`config.mk`:
```
export PLATFORM = sky130hd
export DESIGN_NAME = hyper_evt_tracker
export DESIGN_NICKNAME = d
export VERILOG_FILES = /design/src/rtl/hyper_evt_tracker.sv
export SDC_FILE = /design/constraint.sdc
export NUM_CORES = 1
export LEC_CHECK = 0
export ABC_AREA = 1
export BUFFER_PORTS_ARGS = -buffer_cell sky130_fd_sc_hd__buf_4
export CAP_MARGIN = 15
export CORE_MARGIN = 4
export CORE_UTILIZATION = 40
export DETAILED_ROUTE_END_ITERATION = 8
export PLACE_DENSITY = 0.7
export SETUP_SLACK_MARGIN = 0.02
export SLEW_MARGIN = 15
export SYNTH_ARGS = -nofsm -noshare
export SYNTH_HDL_FRONTEND = slang
export SYNTH_SLANG_ARGS = --single-unit
export TNS_END_PERCENT = 1
```
`constraint.sdc`:
```
create_clock -name sys_clk_i -period 2.3 [get_ports sys_clk_i]
set_input_delay 0.23 -clock sys_clk_i [delete_from_list [all_inputs] [get_ports sys_clk_i]]
set_output_delay 0.23 -clock sys_clk_i [all_outputs]
set_load 0.05 [all_outputs]
```
`src/rtl/hyper_evt_tracker.sv`:
```
// Per-channel HyperBus EOT classifier: an in-order tag FIFO records the direction of each
// launched transfer so every end-of-transfer pulse is reported as a read or a write event.
module hyper_evt_tracker #(
    parameter int NB_CH = 2,
    parameter int DEPTH = 4,
    localparam int CNT_W = $clog2(DEPTH + 1)
) (
    input  logic                   sys_clk_i,
    input  logic                   rstn_i,
    input  logic [NB_CH-1:0]       rx_start_i,
    input  logic [NB_CH-1:0]       tx_start_i,
    input  logic [NB_CH-1:0]       eot_i,
    input  logic [NB_CH-1:0]       clr_i,
    output logic [NB_CH-1:0]       evt_rd_eot_o,
    output logic [NB_CH-1:0]       evt_wr_eot_o,
    output logic [NB_CH*CNT_W-1:0] pending_o,
    output logic [NB_CH-1:0]       ovf_o,
    output logic [NB_CH-1:0]       udf_o,
    output logic [NB_CH-1:0]       err_o
);

    localparam int PTR_W = $clog2(DEPTH);

    for (genvar c = 0; c < NB_CH; c++) begin : g_ch
        logic [DEPTH-1:0] fifo_q;
        logic [PTR_W-1:0] wptr_q, wptr_d;
        logic [PTR_W-1:0] rptr_q, rptr_d;
        logic [CNT_W-1:0] cnt_q, cnt_d;
        logic             last_q;
        logic             rd_q, wr_q;
        logic             ovf_q, udf_q, err_q;

        logic push_req, empty, full, pop, bypass, do_push, drop, cls_tag, udf_set;

        always_comb begin
            push_req = rx_start_i[c] ^ tx_start_i[c];
            empty    = (cnt_q == '0);
            full     = (cnt_q == CNT_W'(DEPTH));
            pop      = eot_i[c] & ~empty;
            // An EOT on an empty channel is satisfied directly by a launch in the same cycle.
            bypass   = eot_i[c] & empty & push_req;
            do_push  = push_req & ~bypass & (~full | pop);
            drop     = push_req & full & ~pop;
            udf_set  = eot_i[c] & empty & ~push_req;
            if (!empty) begin
                cls_tag = fifo_q[rptr_q];
            end else if (push_req) begin
                cls_tag = rx_start_i[c];
            end else begin
                cls_tag = last_q;
            end

            wptr_d = do_push ? wptr_q + PTR_W'(1) : wptr_q;
            rptr_d = pop ? rptr_q + PTR_W'(1) : rptr_q;
            if (do_push && !pop) begin
                cnt_d = cnt_q + CNT_W'(1);
            end else if (pop && !do_push) begin
                cnt_d = cnt_q - CNT_W'(1);
            end else begin
                cnt_d = cnt_q;
            end
        end

        always_ff @(posedge sys_clk_i or negedge rstn_i) begin
            if (!rstn_i) begin
                fifo_q <= '0;
                wptr_q <= '0;
                rptr_q <= '0;
                cnt_q  <= '0;
                last_q <= 1'b0;
                rd_q   <= 1'b0;
                wr_q   <= 1'b0;
                ovf_q  <= 1'b0;
                udf_q  <= 1'b0;
                err_q  <= 1'b0;
            end else if (clr_i[c]) begin
                wptr_q <= '0;
                rptr_q <= '0;
                cnt_q  <= '0;
                last_q <= 1'b0;
                rd_q   <= 1'b0;
                wr_q   <= 1'b0;
                ovf_q  <= 1'b0;
                udf_q  <= 1'b0;
                err_q  <= 1'b0;
            end else begin
                if (do_push) begin
                    fifo_q[wptr_q] <= rx_start_i[c];
                end
                wptr_q <= wptr_d;
                rptr_q <= rptr_d;
                cnt_q  <= cnt_d;
                if (eot_i[c]) begin
                    last_q <= cls_tag;
                end
                rd_q   <= eot_i[c] & cls_tag;
                wr_q   <= eot_i[c] & ~cls_tag;
                ovf_q  <= ovf_q | drop;
                udf_q  <= udf_q | udf_set;
                err_q  <= err_q | (rx_start_i[c] & tx_start_i[c]);
            end
        end

        assign evt_rd_eot_o[c]              = rd_q;
        assign evt_wr_eot_o[c]              = wr_q;
        assign pending_o[c*CNT_W +: CNT_W]  = cnt_q;
        assign ovf_o[c]                     = ovf_q;
        assign udf_o[c]                     = udf_q;
        assign err_o[c]                     = err_q;
    end

endmodule
```
==> reports/qor.yml <==
syn_inst: 247
drtPass1Iterations: 4
yosysTopAreaCellShare_pct: 41.8
fin_skew_ns: 0.00652
slew_headroom_pct: 60.0
insertion_delay_ns: 0.28
port_buffers: 25
area_growth_pct: 12.7
cp-startpoint: "g_ch[1].cnt_q[1]$_DFFE_PN0P_"
layout-drive-gt1-share_pct: 20.3
num-fill-cells: 492
grt_pass1_wl_um: 6670
drc_errors: 0
critPathKind: "register to register"
crit_path_max_incr_delay_ns: 0.40
antenna_found_initial: 0
nets: 288
crit_buf_inv: 2
syn_nets: 269
async_reset_ff_share_pct: 100
netlist_top_cells_area: "dfrtp_1, nand2_1, nand3_1"
ys_top_cells_by_count: "nand2_1, dfrtp_1, inv_1, nor2_1, nand3_1"
hold_buffers: 1
period_minus_slack_ns: 1.88
via_per_inst: 4.65
core_area_um2: 4820
grt_use_total_pct: 13.6
ys_seq_elements: 34
cts_tree: "done"
cts_max_level: 2
row_count: 25
drv_cap: 0
die_x_um: 79.3
arrival_ns: 2.05
antenna_left: 0
grt_pass1_vias: 1560
critPathMostFrequentCell: "nand2_1"
grt_use_met2_pct: 21.5
wirelength_um: 3700
synth_most_common_cell: "nand2_1"
min_delay_path_depth: 2
tns_ns: 0
syn_avg_cell_area_um2: 8.24
numCtsBuffers: 5
initial_utilization_pct: 42.3
cts_resized: 0
via_count: 1550
cts_root_buffer: "clkbuf_8"
worstReg2RegEnd: "g_ch[1].cnt_q[2]$_DFFE_PN0P_"
p_leak_uw: 0.00119
endpoint: "g_ch[1].cnt_q[2]$_DFFE_PN0P_"
cts.sinks: 34
swShare_pct: 42.4
synth_area_um2: 2040
power.switching_uw: 928
synth_area_leader_cell: "dfrtp_1"
synthDistinctLibCells: 24
slew_viol_final: 0
power_density_nw_per_um2: 953
p_seq_share_pct: 38.9
critPathLaunchType: "register"
power_frac_comb_pct: 42.7
crit_required_ns: 2.47
ios: 26
met1_usage_pct: 17.2
crit_cells: 11
ir_drop_mv: 0.277
worstSetupEndpointType: "register"
ys_warn_count: 0
clkPwrFrac_pct: 18.4
rrSetupSlack_ns: 0.42
setup_viol: 0
r2r_cells: 11
synth_edf_count: 0
r2r_start: "g_ch[1].cnt_q[1]$_DFFE_PN0P_"
grt_max_degree: 35
worstPathMaxFanout: 6
grt-ovfl-total: 0
crit_chain: "nor2_1, nand2_2, nand3_2, inv_1, fa_1, xnor2_1, inv_1, nand2_1, nand2_1, nand2_1, nand2_1"
hpwl_um: 2750
die_area_um2: 6290
rsz0062_at_grt: "false"
path_clk_slew_ns: 0.07
diodes: 0
ys.flop_type: "dfrtp_1"
grt.met3_usage_pct: 4.08
clockBufferDepth: 2
max_freq_mhz: 532
hold_viol: 0
run_status: "finished clean"
yosysSeqAreaShare_pct: 41.8
postCtsSetupRepairBufs: 0
die_h_um: 79.3
slowest_stage: "dfrtp_1"
drtIter0Drc: 53
intPower_uw: 1260
finalCritPeriodShare_pct: 81.7
worst_hold_slack_ns: 0.158
hp-class: "input port to register"
critical-path-top-delay-family: "simple AND/OR/NAND/NOR gates"
gp_congestion: 0.841
top_usage_layer: "met2"
wire_per_inst_um: 11.1
max_slew.worst_pin.slew_ns: 0.600
power groups by stage:
stage | Sequential [uW] | Clock, uW | Combinational, uW
2_1_floorplan | 944 | 0 | 654
3_3_place_gp | 862 | 0 | 915
3_5_place_dp | 862 | 0 | 935
4_1_cts | 851 | 425 | 940
5_1_grt | 873 | 449 | 1050
6_report | 851 | 402 | 932
registers in the layout (all words and copies together) (netlist names):
| signal | count |
|---|---|
| g_ch.cnt_q | 6 |
| g_ch.err_q | 2 |
| g_ch.fifo_q | 8 |
| g_ch.last_q | 2 |
| g_ch.ovf_q | 2 |
| g_ch.rd_q | 2 |
| g_ch.rptr_q | 4 |
| g_ch.udf_q | 2 |
| g_ch.wptr_q | 4 |
| g_ch.wr_q | 2 |
worst min path at each step:
| stage | start | to |
|---|---|---|
| after floorplan | rstn_i | g_ch[0].cnt_q[0]$_DFFE_PN0P_ |
| after global placement | rstn_i | g_ch[0].wptr_q[0]$_DFFE_PN0P_ |
| after detailed placement | rstn_i | g_ch[0].wptr_q[1]$_DFFE_PN0P_ |
| after CTS | clr_i[1] | g_ch[1].err_q$_DFF_PN0_ |
| after global routing | clr_i[1] | g_ch[1].err_q$_DFF_PN0_ |
| final | clr_i[1] | g_ch[1].rptr_q[1]$_DFFE_PN0P_ |
metrics by stage:
stage	setup slack [ns]	power, uW	util (%)	instance area, um2	cells
after floorplan	0.276	1600	-	2040	247
after global placement	0.399	1780	45.8	2210	325
final	0.420	2190	47.6	2290	333
after CTS	0.412	2220	47.6	2290	333
after global routing	0.157	2370	47.6	2290	333
after detailed placement	0.348	1800	45.8	2210	325
area by class of cell:
type / count / area (um2) / area share [%]
multi-input cells: 168 / 955 / 41.6
clock buffers: 7 / 76.3 / 3.33
flip-flops and latches: 34 / 851 / 37.1
repair buffers: 26 / 198 / 8.62
well taps: 67 / 83.8 / 3.66
inverters: 31 / 130 / 5.67
worst register-to-register path: cells and delay by family (launching register included):
| kind | cells | cell delay (ns) |
|---|---|---|
| DFF | 1 | 0.40 |
| adders and majority gates | 1 | 0.37 |
| xor gates and xnor gates | 1 | 0.19 |
| and+or+nand+nor | 7 | 0.70 |
| buffers and inverters | 2 | 0.13 |
cells by family after synthesis:
kind of cell             count (synthesis)  synth area share, %
XOR/XNOR                                 2                0.861
AO/OA/AOI/OAI                           16                 4.30
flip-flops                              34                 41.8
adder cells (fa/ha/maj)                 12                 8.11
buffers and inverters                   45                 11.3
AND/OR/NAND/NOR                        138                 33.6
routing by layer:
metal	part of all wire, %	vias to the layer above
li1	-	827
met1	51	704
met2	45	17
met3	2.9	2
met4	1.2	0
met5	0	-
cell usage in the layout (no fill, tap or decap), drive strengths merged:
master	count
nand2	55
a21oi	5
xnor2	2
fa	2
o21ai	8
o21a	3
dfrtp	34
nor2	34
ha	10
bufinv	1
buf	25
nand3	33
dlygate4sd3	1
inv	30
nor3	2
clkbuf	7
nand4	14
No activity file was read; power rests on OpenSTA's default activity.
